`src/rtl/tempsens_pkg.sv`:
```
// Shared definitions for the temperature-sense chain (counter, window averager, UART mux).
package tempsens_pkg;

    localparam int TS_SAMPLE_W = 16;

    localparam logic [1:0] ST_IDLE  = 2'd0;
    localparam logic [1:0] ST_ACCUM = 2'd1;
    localparam logic [1:0] ST_DONE  = 2'd2;

endpackage

```
`src/rtl/ro_window_averager.sv`:
```
// Averages 2^LOG2_N ring-oscillator window counts into a held 16-bit mean.
// Optional min/max capture of each run is enabled by defining TEMPSENS_MINMAX_EN.
//
// state    | meaning
// ---------+-------------------------------------------------------------
// ST_IDLE  | waiting for start with en high; avg/avg_ready hold last result
// ST_ACCUM | summing sample_valid strobes until N have been taken
// ST_DONE  | single cycle: publish truncated mean, raise avg_ready
module ro_window_averager
    import tempsens_pkg::*;
#(
    parameter int W      = TS_SAMPLE_W,
    parameter int LOG2_N = 3
) (
    input  logic         clk,
    input  logic         reset,
    input  logic         en,
    input  logic         start,
    input  logic         sample_valid,
    input  logic [W-1:0] sample,
    output logic [W-1:0] avg,
    output logic         avg_ready,
    output logic         busy
`ifdef TEMPSENS_MINMAX_EN
    ,
    output logic [W-1:0] min_val,
    output logic [W-1:0] max_val
`endif
);

    localparam int AW = W + LOG2_N;
    localparam int CW = (LOG2_N > 0) ? LOG2_N : 1;
    localparam logic [CW-1:0] CNT_LAST = CW'((1 << LOG2_N) - 1);

    logic [1:0]    state;
    logic [AW-1:0] acc;
    logic [CW-1:0] cnt;

    assign busy = (state != ST_IDLE);

    always_ff @(posedge clk or negedge reset) begin
        if (!reset) begin
            state     <= ST_IDLE;
            acc       <= '0;
            cnt       <= '0;
            avg       <= '0;
            avg_ready <= 1'b0;
        end else begin
            case (state)
                ST_IDLE: begin
                    if (start && en) begin
                        acc       <= '0;
                        cnt       <= '0;
                        avg_ready <= 1'b0;
                        state     <= ST_ACCUM;
                    end
                end
                ST_ACCUM: begin
                    // Dropping en wins over a coincident final sample.
                    if (!en) begin
                        state <= ST_IDLE;
                    end else if (sample_valid) begin
                        acc <= acc + AW'(sample);
                        cnt <= cnt + CW'(1);
                        if (cnt == CNT_LAST) begin
                            state <= ST_DONE;
                        end
                    end
                end
                ST_DONE: begin
                    avg       <= W'(acc >> LOG2_N);
                    avg_ready <= 1'b1;
                    state     <= ST_IDLE;
                end
                default: state <= ST_IDLE;
            endcase
        end
    end

`ifdef TEMPSENS_MINMAX_EN
    logic [W-1:0] min_trk;
    logic [W-1:0] max_trk;

    always_ff @(posedge clk or negedge reset) begin
        if (!reset) begin
            min_trk <= '0;
            max_trk <= '0;
            min_val <= '0;
            max_val <= '0;
        end else begin
            if (state == ST_ACCUM && en && sample_valid) begin
                // First sample of a run seeds both trackers.
                if (cnt == '0 || sample < min_trk) min_trk <= sample;
                if (cnt == '0 || sample > max_trk) max_trk <= sample;
            end
            if (state == ST_DONE) begin
                min_val <= min_trk;
                max_val <= max_trk;
            end
        end
    end
`endif

endmodule

```
`config.mk`:
```
export PLATFORM = sky130hd
export DESIGN_NAME = ro_window_averager
export DESIGN_NICKNAME = d
export VERILOG_FILES = /design/src/rtl/tempsens_pkg.sv /design/src/rtl/ro_window_averager.sv
export SDC_FILE = /design/constraint.sdc
export NUM_CORES = 1
export LEC_CHECK = 0
export BUFFER_PORTS_ARGS = -buffer_cell sky130_fd_sc_hd__buf_2
export CAP_MARGIN = 5
export CORE_ASPECT_RATIO = 1.4
export CORE_UTILIZATION = 57
export CTS_CLUSTER_SIZE = 14
export DETAILED_ROUTE_END_ITERATION = 12
export PLACE_DENSITY = 0.85
export SETUP_SLACK_MARGIN = 0.3
export SLEW_MARGIN = 20
export SYNTH_ARGS = -nofsm -noshare
export SYNTH_HDL_FRONTEND = slang
export SYNTH_SLANG_ARGS = --single-unit
```
`constraint.sdc`:
```
create_clock -name clk -period 2.6 [get_ports clk]
set_input_delay 0.52 -clock clk [delete_from_list [all_inputs] [get_ports clk]]
set_output_delay 0.52 -clock clk [all_outputs]
set_load 0.02 [all_outputs]
```
* Word level (Yosys, flattened, before mapping)
Index checks and enable logic that the tools add are counted.
** Cells by class
- $add $sub $neg :: 2
- Eq/ne operators :: 8
- Mux-type cells :: 15
- Reduce and logical (&&, ||, !) cells :: 8
** Operator list (number)
- 19-bit two-way mux :: 3
- 19-bit case mux with 2 select lines :: 1
- 19-bit by 16-bit adder with 19-bit output :: 1
- 3-bit two-way mux :: 3
- 2-bit two-way mux :: 4
- 2-bit != test, second input constant :: 3
- 3-bit != test, second input constant :: 2
- 3-bit case mux with 2 select lines :: 1
- 2-bit nonzero test :: 3
- 2-bit case mux with 2 select lines :: 1
- 4-bit AND reduction :: 1
- 3-bit by 1-bit adder with 3-bit output, second input constant :: 1
- 3-bit == test, second input constant :: 1
- 3-bit AND reduction :: 1
- 2-bit by 1-bit == test with 1-bit output, second input constant :: 1
- 2-bit == test, second input constant :: 1
- 2-bit logical NOT :: 1
- 1-bit case mux with 2 select lines :: 1
- 2-bit AND reduction :: 1
- 1-bit logical AND :: 1
- 1-bit two-way mux :: 1
** Storage, ports and cells
- Register bits after elaboration :: 41

* Depth between registers and ports, before layout
Gate-level depths: netlist (run 1).
- Depth in word-level cells :: 5
- Mapped depth :: 8

* Worst setup path after synthesis (run 1)
OpenSTA, ideal clock, no wires.
- Kind :: input to register
- From :: input sample[0]
- To :: register acc[16]
- Arrival :: 2.384 ns
- Data required time :: 2.535 ns
- Setup slack :: 0.150 ns
- Cell stages on the path :: 8
- Buffers on the path :: 0
- Path through :: ha_1 fa_1 a21o_1 a221oi_1 nor4_1 o32a_1 a211o_1 nand2_1
** Between the ends
- Cells in the longest elaborated chain, start to end :: 4
** Ends and longest elaborated chain
- start: declaration :: RTL line ro_window_averager.sv:20 : input logic [W-1:0] sample,
- 19-bit by 16-bit adder with 19-bit output :: RTL line ro_window_averager.sv:63 : acc <= acc + AW'(sample);
- 19-bit two-way mux :: RTL line ro_window_averager.sv:62 : end else if (sample_valid) begin
- 19-bit two-way mux :: RTL line ro_window_averager.sv:60 : if (!en) begin
- 19-bit case mux with 2 select lines :: RTL line ro_window_averager.sv:49 : case (state)
- end signal: assignment :: RTL line ro_window_averager.sv:63
- end: declaration :: RTL line ro_window_averager.sv:36 : logic [AW-1:0] acc;
No other way between the ends. The select of a mux whose other input is x is not followed.
A chain may end at the register's enable or synchronous reset.

* Final worst setup path (run 1)
- From :: register acc[11]
- To :: register acc[16]
** Between the ends
- Cells in the longest elaborated chain, start to end :: 4
** Ends and longest elaborated chain (RTL line)
- 19-bit by 16-bit adder with 19-bit output :: ro_window_averager.sv:63
- 19-bit two-way mux :: ro_window_averager.sv:62
- 19-bit two-way mux :: ro_window_averager.sv:60
- 19-bit case mux with 2 select lines :: ro_window_averager.sv:49
No other way between the ends. The select of a mux whose other input is x is not followed.

==> key figures, run 1 <==
Synthesis
  • Synth cell count leaders: dfrtp_1, nand2_1, o21ai_1
  • Post-synth top area share: 0.411
  • Syn_area_per_cell: 9.86 µm²
  • EDFF count, synth: 0
  • Synth Warn #: 0
  • Synth area leader: dfrtp_1
  • Most used flip-flop cell after synthesis: dfrtp_1
  • Syn Nets: 293
  • Cells after Synth: 253
  • Post-synth cell types: 52
  • Area contributors post-synth: dfrtp_1, ha_1, mux2_1
  • #FFs+latches synth: 41
  • Synthesized area: 0.00249 mm²
  • Register area share after synthesis: 0.411
  • Most frequent cell after synthesis: dfrtp_1
  • Async S/R FF share, synth: 1.00

Global route
  • Total grt overflow: 0
  • Gr usage total: 0.259
  • Initial antenna violation count: 0
  • Vias in the first global route: 1,995
  • Largest net degree at the start of global routing: 42
  • First-pass GRT wire length: 9180 µm

Drt
  • Post-route DRC violation count: 3
  • WL final: 5600 µm
  • Routed len/inst: 16.2 µm
  • Drt via density: 6.15
  • Routed Antenna Nets: 0
  • Pre-antenna DRT Iters: 8
  • DRT iter0 DRCs: 106
  • Vias: 2,123

Worst setup path
  • CP Capture Type: flip-flop
  • Critical Path RT: 2840 ps
  • Cells along the critical path: ha_1 -> a21oi_4 -> o211ai_2 -> a311o_1 -> o32a_1 -> a211o_1 -> nand2_1
  • R2R depth: 7
  • R2R Path Start: acc[11]
  • Crit path kind: reg2reg
  • WP data arrival: 2460 ps
  • Startpoint Class: flip-flop
  • Slowest-stage cell, CP: dfrtp_1
  • Reg2reg setup slack: 380 ps
  • CP startpoint: acc[11]
  • Setup crit end: acc[16]
  • Worst R2R End: acc[16]
  • CP max FO: 5
  • Crit path largest cell delay: 410 ps

Timing
  • Max Slew Vio Count: 0
  • Tmin final: 2220 ps
  • Final period util: 0.855
  • Hold Fails Final Rpt: 0
  • Fmax: 450 MHz
  • Final Setup Violations: 0
  • Rel. slew slack: 0.377
  • Clk_skew: 6.35 ps
  • Setup TNS: 0 ps
  • RSZ-0062 raised after global routing: yes
  • Slew @ Worst Pin: 935 ps

Floorplanning
  • Starting density of the core: 0.593
  • Die span in x: 57.9 µm
  • Die Y: 80.3 µm
  • I/O pin count: 39
  • Placeable Area: 0.00420 mm²
  • Die area: 0.00465 mm²
  • Row count: 28

Clocking
  • TritonCTS clock tree: yes
  • Reg clk slew, reported paths: 80 ps
  • Post_cts resized: 0
  • Worst-Skew Late Latency: 300 ps
  • H-tree levels: 2
  • Num Clock Sinks: 41
  • Root Driver: clkbuf_8
  • Clock buffer depth: 2
  • Post-CTS Hold Fix Bufs: 0
  • Num CTS Buffers: 5

Pwr
  • Maximum VDD drop: 0.000465 V
  • PwrDens: 679 mW/mm²
  • P_leak: 1.49 nW

Flow run
  • Max Cap Violations: 0

Placement
  • Port Buf Inserts: 38
  • Placed cell count: 333
  • HPWL after detailed placement: 3980 µm
  • Routability cong.: 0.916

Worst hold path
  • Hold WC Path Type: in2async

Cells and area
  • N_diodes: 0
  • Register area: 0.00103 mm²
  • Multi-input logic area: 0.00140 mm²
  • Fin util: 0.688
  • Cell Count, Final, Fillers Out: 345
  • Area growth, synth to finish: 16.0%
  • Share of cells above drive strength 1: 0.227
  • FILL cells: 328
  • Nets@finish: 339

Status
  • Violated checks: design-rule violations
  • Status: finished, violations left
==> worst min path at each step <==
stage	cells past startpoint	from	slack, ps	endpoint
2_1_floorplan	0	reset	220	acc[0]
3_3_place_gp	2	avg[13]	460	avg[13]
3_5_place_dp	2	avg[13]	470	avg[13]
4_1_cts	1	reset	380	acc[15]
5_1_grt	1	reset	440	avg[9]
6_report	1	reset	350	acc[13]
==> stage by stage <==
stage	total power, mW	worst slack (ps)	cell area, µm²	hold WS, ps
after floorplan	1.26	298	2500	224
after global placement	1.38	84.3	2750	462
after detailed placement	1.41	16.7	2750	471
after CTS	1.95	333	2870	385
after global routing	2.08	237	2890	445
final	1.96	377	2890	346
==> report_power, final <==
part           switching (mW)  internal [mW]  leakage, nW
logic                   0.383          0.284        0.871
registers              0.0561          0.703        0.556
clock network           0.225          0.313       0.0585
==> layer usage <==
layer	vias to the layer above	GRT usage	routed length [µm]
li1	1014	-	-
met1	1020	0.327	2280
met2	77	0.440	2920
met3	12	0.0435	285
met4	0	0.0929	112
met5	-	0	0
==> layout make-up <==
cell class                      count  share of cell area
Sequential cell                    41               0.355
Clock buffer                        7              0.0299
Timing Repair Buffer               48              0.0917
Clock inverter                      1              0.0104
Tap cell                           45              0.0195
Inverter                            8              0.0104
Multi-Input combinational cell    195               0.483
==> cell usage in the layout, fill, tap and decap left out, drive strengths merged, types with 3 or more instances in the layout <==
cell type	count
a22o	4
buf	48
nand3	7
nor2	14
a21o	4
o21ai	24
a21oi	17
xnor2	6
nand2	35
xor2	4
o211ai	4
dfrtp	41
inv	8
ha	18
nand4	4
clkbuf	7
or2	4
and3	3
mux2	14
a31o	3
nand2b	3
==> cells by family after synthesis <==
| kind of cell | after synthesis | share of synthesized area |
|---|---|---|
| AO/OA/AOI/OAI | 72 | 0.201 |
| XOR/XNOR | 10 | 0.0351 |
| adder cells (fa/ha/maj) | 19 | 0.0983 |
| buffers and inverters | 17 | 0.0326 |
| flip-flops | 41 | 0.411 |
| multiplexers | 15 | 0.0672 |
| AND/OR/NAND/NOR | 79 | 0.155 |
==> critical path, delay by kind of cell (launching register included) <==
kind                       cells  cell delay, ps
AOI/OAI and AO/OA              5            1360
and+or+nand+nor                1              50
adders and majority gates      1             340
DFF                            1             410
==> flip-flops by register name (all words and copies together) (netlist names) <==
register,cells
acc,19
avg,16
cnt,3
state,2
avg_ready,1
==> what timing repair did <==
item,CTS,global route
setup buffers,1,3
pin swaps,1,2
setup endpoints to repair,2,4
Power figures use the tool's default switching activity.
==> run 2: changes to the inputs <==
CELL_PAD_IN_SITES_DETAIL_PLACEMENT = 1   (was unset)
CELL_PAD_IN_SITES_GLOBAL_PLACEMENT = 2   (was unset)
CORE_UTILIZATION = 36   (was 57)
==> key figures, run 2 (same netlist as run 1, synthesis figures left out) <==
Global route
  • First-pass GRT wire length: 10,300 µm
  • Vias in the first global route: 2,107
  • Total grt overflow: 0
  • Initial antenna violation count: 0
  • Gr usage total: 0.186
  • Largest net degree at the start of global routing: 22

Worst setup path
  • CP Capture Type: flip-flop
  • Critical Path RT: 2840 ps
  • Crit path kind: reg2reg
  • CP max FO: 4
  • Startpoint Class: flip-flop
  • WP data arrival: 2520 ps

Placement
  • Port Buf Inserts: 38
  • Dpl cell area: 0.00283 mm²
  • Routability cong.: 0.793
  • HPWL after detailed placement: 4690 µm

Timing
  • Hold WS: 179 ps
  • Final period util: 0.877
  • Rel. slew slack: 0.514
  • Hold Fails Final Rpt: 0
  • Clk_skew: 9.27 ps
  • Fmax: 438 MHz
  • Slew @ Worst Pin: 729 ps
  • RSZ-0062 raised after global routing: yes
  • Final Setup Violations: 0
  • Max Slew Vio Count: 0
  • Tmin final: 2280 ps

Clocking
  • Reg clk slew, reported paths: 80 ps
  • Worst-Skew Late Latency: 300 ps
  • Num CTS Buffers: 5
  • TritonCTS clock tree: yes
  • Num Clock Sinks: 41
  • H-tree levels: 2
  • Root Driver: clkbuf_8
  • Clock buffer depth: 2

Floorplanning
  • Starting density of the core: 0.375
  • Die span in x: 72.3 µm
  • Placeable Area: 0.00666 mm²
  • Row count: 35
  • Die area: 0.00727 mm²
  • I/O pin count: 39
  • Die Y: 100 µm

Cells and area
  • Area growth, synth to finish: 18.5%
  • Share of cells above drive strength 1: 0.238
  • Largest reg by FF count: acc
  • Leading registers by flop count: acc x19, avg x16, cnt x3
  • Nets@finish: 341
  • Leading cell type in the layout, fill and taps excluded: dfrtp_1
  • Max FFs per register: 19
  • Design Area, Final: 0.00295 mm²
  • N_diodes: 0
  • Most frequent cells in the layout: dfrtp_1, buf_2, nand2_1

Pwr
  • PwrDens: 630 mW/mm²
  • Maximum VDD drop: 0.000248 V
  • P_leak: 1.48 nW

Drt
  • Pre-antenna DRT Iters: 4
  • Post-route DRC violation count: 0
  • Vias: 2,070
  • WL final: 6120 µm
  • DRT iter0 DRCs: 44
  • Routed len/inst: 15.5 µm
  • Drt via density: 5.25
  • Routed Antenna Nets: 0

Flow run
  • Max Cap Violations: 0

Worst hold path
  • Hold WC Path Type: in2async

Status
  • Status: complete, no violations
==> run 2: timing repair <==
item	in CTS	in global routing
pin swaps	1	3
setup endpoints to repair	3	4
gates resized for setup	0	3
hold buffers	0	0
buffers inserted	1	2
==> run 2: final timing paths <==
| path | startpoint | to | slack, ps | cells past startpoint |
|---|---|---|---|---|
| setup / recovery | acc[0] | acc[16] | 320 | 8 |
| hold / removal | reset | cnt[2] | 180 | 1 |
| setup reg to reg | acc[0] | acc[16] | 320 | 8 |
| hold reg to reg | avg[13] | avg[13] | 480 | 2 |
| max in group asynchronous | reset | acc[9] | 1750 | 2 |
| min in group clk | avg[13] | avg[13] | 480 | 2 |
==> run 2: per-stage QoR <==
step | utilization | TNS, ps | setup WS, ps | instances | power [mW]
2_1_floorplan | - | 0 | 298 | 253 | 1.26
3_3_place_gp | 0.425 | 0 | 21.5 | 383 | 1.42
3_5_place_dp | 0.425 | -63.4 | -44.7 | 383 | 1.43
4_1_cts | 0.438 | 0 | 313 | 392 | 1.87
5_1_grt | 0.444 | 0 | 205 | 394 | 2.01
6_report | 0.444 | 0 | 319 | 394 | 1.86
==> run 2: power by group <==
part	leakage (nW)	total [mW]	switching (mW)	internal, mW
combinational	0.880	0.691	0.398	0.293
clock	0.0450	0.414	0.228	0.186
sequential	0.556	0.757	0.0538	0.703
==> run 2: final cells by class <==
cell class	count	area, µm²
Multi-Input combinational cell	195	1420
Fill cell	814	3700
Sequential cell	41	1030
Timing Repair Buffer	50	280
Clock buffer	6	72.6
Tap cell	92	115
Inverter	8	30.0
Clock inverter	2	10.0
==> run 2: metal layers <==
metal  wire [µm]  vias to the layer above  track usage
met5           0                        -            0
li1            -                     1015            -
met2        3220                       31        0.329
met4          85                        0       0.0649
met1        2690                     1017        0.229
met3         122                        7       0.0240
==> run 2: critical path, cell delays in order (launching register included) <==
cell      delay (ps)
dfrtp_1          400
ha_2             190
fa_2             340
a21o_1           210
a221oi_4         290
nor4_2            60
o32a_1           360
a211o_1          320
nand2_1           50
==> run 3: changes to the inputs <==
BUFFER_PORTS_ARGS = unset   (was -buffer_cell sky130_fd_sc_hd__buf_2)
CORE_UTILIZATION = 40   (was 36)
DONT_BUFFER_PORTS = 1   (was unset)
PLACE_DENSITY = 0.84   (was 0.85)
==> key figures, run 3 (same netlist as run 1, synthesis figures left out) <==
Clocking
  • TritonCTS clock tree: yes
  • H-tree levels: 2
  • Num CTS Buffers: 5
  • Clock buffer depth: 2
  • Reg clk slew, reported paths: 90 ps
  • Worst-Skew Late Latency: 300 ps
  • Root Driver: clkbuf_8
  • Num Clock Sinks: 41

Placement
  • Routability cong.: 0.850
  • HPWL after detailed placement: 4330 µm
  • Port Buf Inserts: 0
  • Post-Place Setup Slack: 79.3 ps
  • Placed cell count: 317

Cells and area
  • N_diodes: 0
  • Leading cell type in the layout, fill and taps excluded: dfrtp_1
  • Largest reg by FF count: acc
  • FILL cells: 671
  • Multi-input logic area: 0.00144 mm²
  • Max FFs per register: 19
  • Leading registers by flop count: acc x19, avg x16, cnt x3
  • Nets@finish: 302
  • Area growth, synth to finish: 11.9%
  • Cell Count, Final, Fillers Out: 333
  • Most frequent cells in the layout: dfrtp_1, nand2_1, o21ai_1
  • Register area: 0.00103 mm²
  • Share of cells above drive strength 1: 0.141

Worst setup path
  • CP Capture Type: flip-flop
  • R2R Path Start: acc[0]
  • Reg2reg setup slack: 280 ps
  • CP max FO: 4
  • Startpoint Class: flip-flop
  • R2R depth: 9
  • Worst R2R End: acc[14]
  • Critical Path RT: 2750 ps
  • WP data arrival: 2480 ps
  • Crit path kind: reg2reg

Global route
  • Vias in the first global route: 2,085
  • First-pass GRT wire length: 9780 µm
  • Largest net degree at the start of global routing: 42
  • Initial antenna violation count: 0
  • Total grt overflow: 0
  • Gr usage total: 0.199

Status
  • Status: complete, no violations

Pwr
  • P_leak: 1.31 nW
  • Maximum VDD drop: 0.000332 V
  • PwrDens: 703 mW/mm²

Timing
  • Max Slew Vio Count: 0
  • Fmax: 430 MHz
  • Clk_skew: 8.71 ps
  • Final period util: 0.894
  • Setup ws final: 275 ps
  • Slew @ Worst Pin: 1000 ps
  • Rel. slew slack: 0.332
  • Hold Fails Final Rpt: 0
  • Final Setup Violations: 0
  • Hold WS: 49.9 ps
  • Tmin final: 2320 ps
  • Setup TNS: 0 ps
  • RSZ-0062 raised after global routing: yes

Floorplanning
  • I/O pin count: 39
  • Placeable Area: 0.00595 mm²
  • Die span in x: 68.7 µm
  • Starting density of the core: 0.419
  • Row count: 33
  • Die Y: 95.4 µm
  • Die area: 0.00656 mm²

Drt
  • DRT iter0 DRCs: 25
  • Drt via density: 5.71
  • Pre-antenna DRT Iters: 4
  • Post-route DRC violation count: 0
  • Routed len/inst: 17.6 µm
  • Vias: 1,903
  • Routed Antenna Nets: 0
  • WL final: 5870 µm

Worst hold path
  • Hold WC Path Type: in2async

Flow run
  • Max Cap Violations: 0
[run 3: how the worst max path moves through the flow]
stage	startpoint	to	slack (ps)	depth (start not counted)
floorplan	sample[13]	acc[16]	300	8
finish	acc[0]	acc[14]	280	9
global placement	sample[0]	acc[12]	140	8
CTS	acc[0]	acc[14]	290	9
detailed placement	sample[0]	acc[14]	80	8
global route	acc[0]	acc[14]	120	9
[run 3: power by group]
part           switching, mW  internal (mW)
sequential            0.0581          0.703
combinational          0.387          0.287
clock                  0.240          0.288
[run 3: timing repair]
action,4_1_cts,5_1_grt
setup endpoints to repair,4,6
hold endpoints to repair,41,0
hold buffers,1,0
resized for setup,1,6
pin swaps,1,4
cloned,0,0
setup buffers,1,6
[run 3: stage by stage]
stage	utilization	power, mW	cell area, µm²
finish	0.469	1.96	2790
global route	0.469	2.09	2790
CTS	0.456	1.94	2710
detailed placement	0.431	1.38	2560
global placement	0.431	1.36	2560
floorplan	-	1.26	2500
[run 3: area by class of cell]
type,count,share of cell area
clock buffers,5,0.0247
clock inverters,3,0.0166
repair buffers,11,0.0341
inverters,8,0.0108
flip-flops and latches,41,0.368
well taps,70,0.0314
multi-input cells,195,0.515
[run 3: metal layers]
layer,GRT usage,wire length [µm],vias up,part of all wire
li1,-,-,935,-
met1,0.238,2610,938,0.45
met2,0.359,3060,25,0.52
met3,0.0347,143,5,0.024
met4,0.0459,51,0,0.0087
met5,0,0,-,0
[run 3: critical path: stages (launching register included)]
cell and delay [ps]:
dfrtp_1 420, ha_4 180, fa_2 340, a21o_1 240, a221o_1 370, o211ai_1 170, buf_4 160, nor3b_1 50
a41oi_1 170, o21ai_1 80
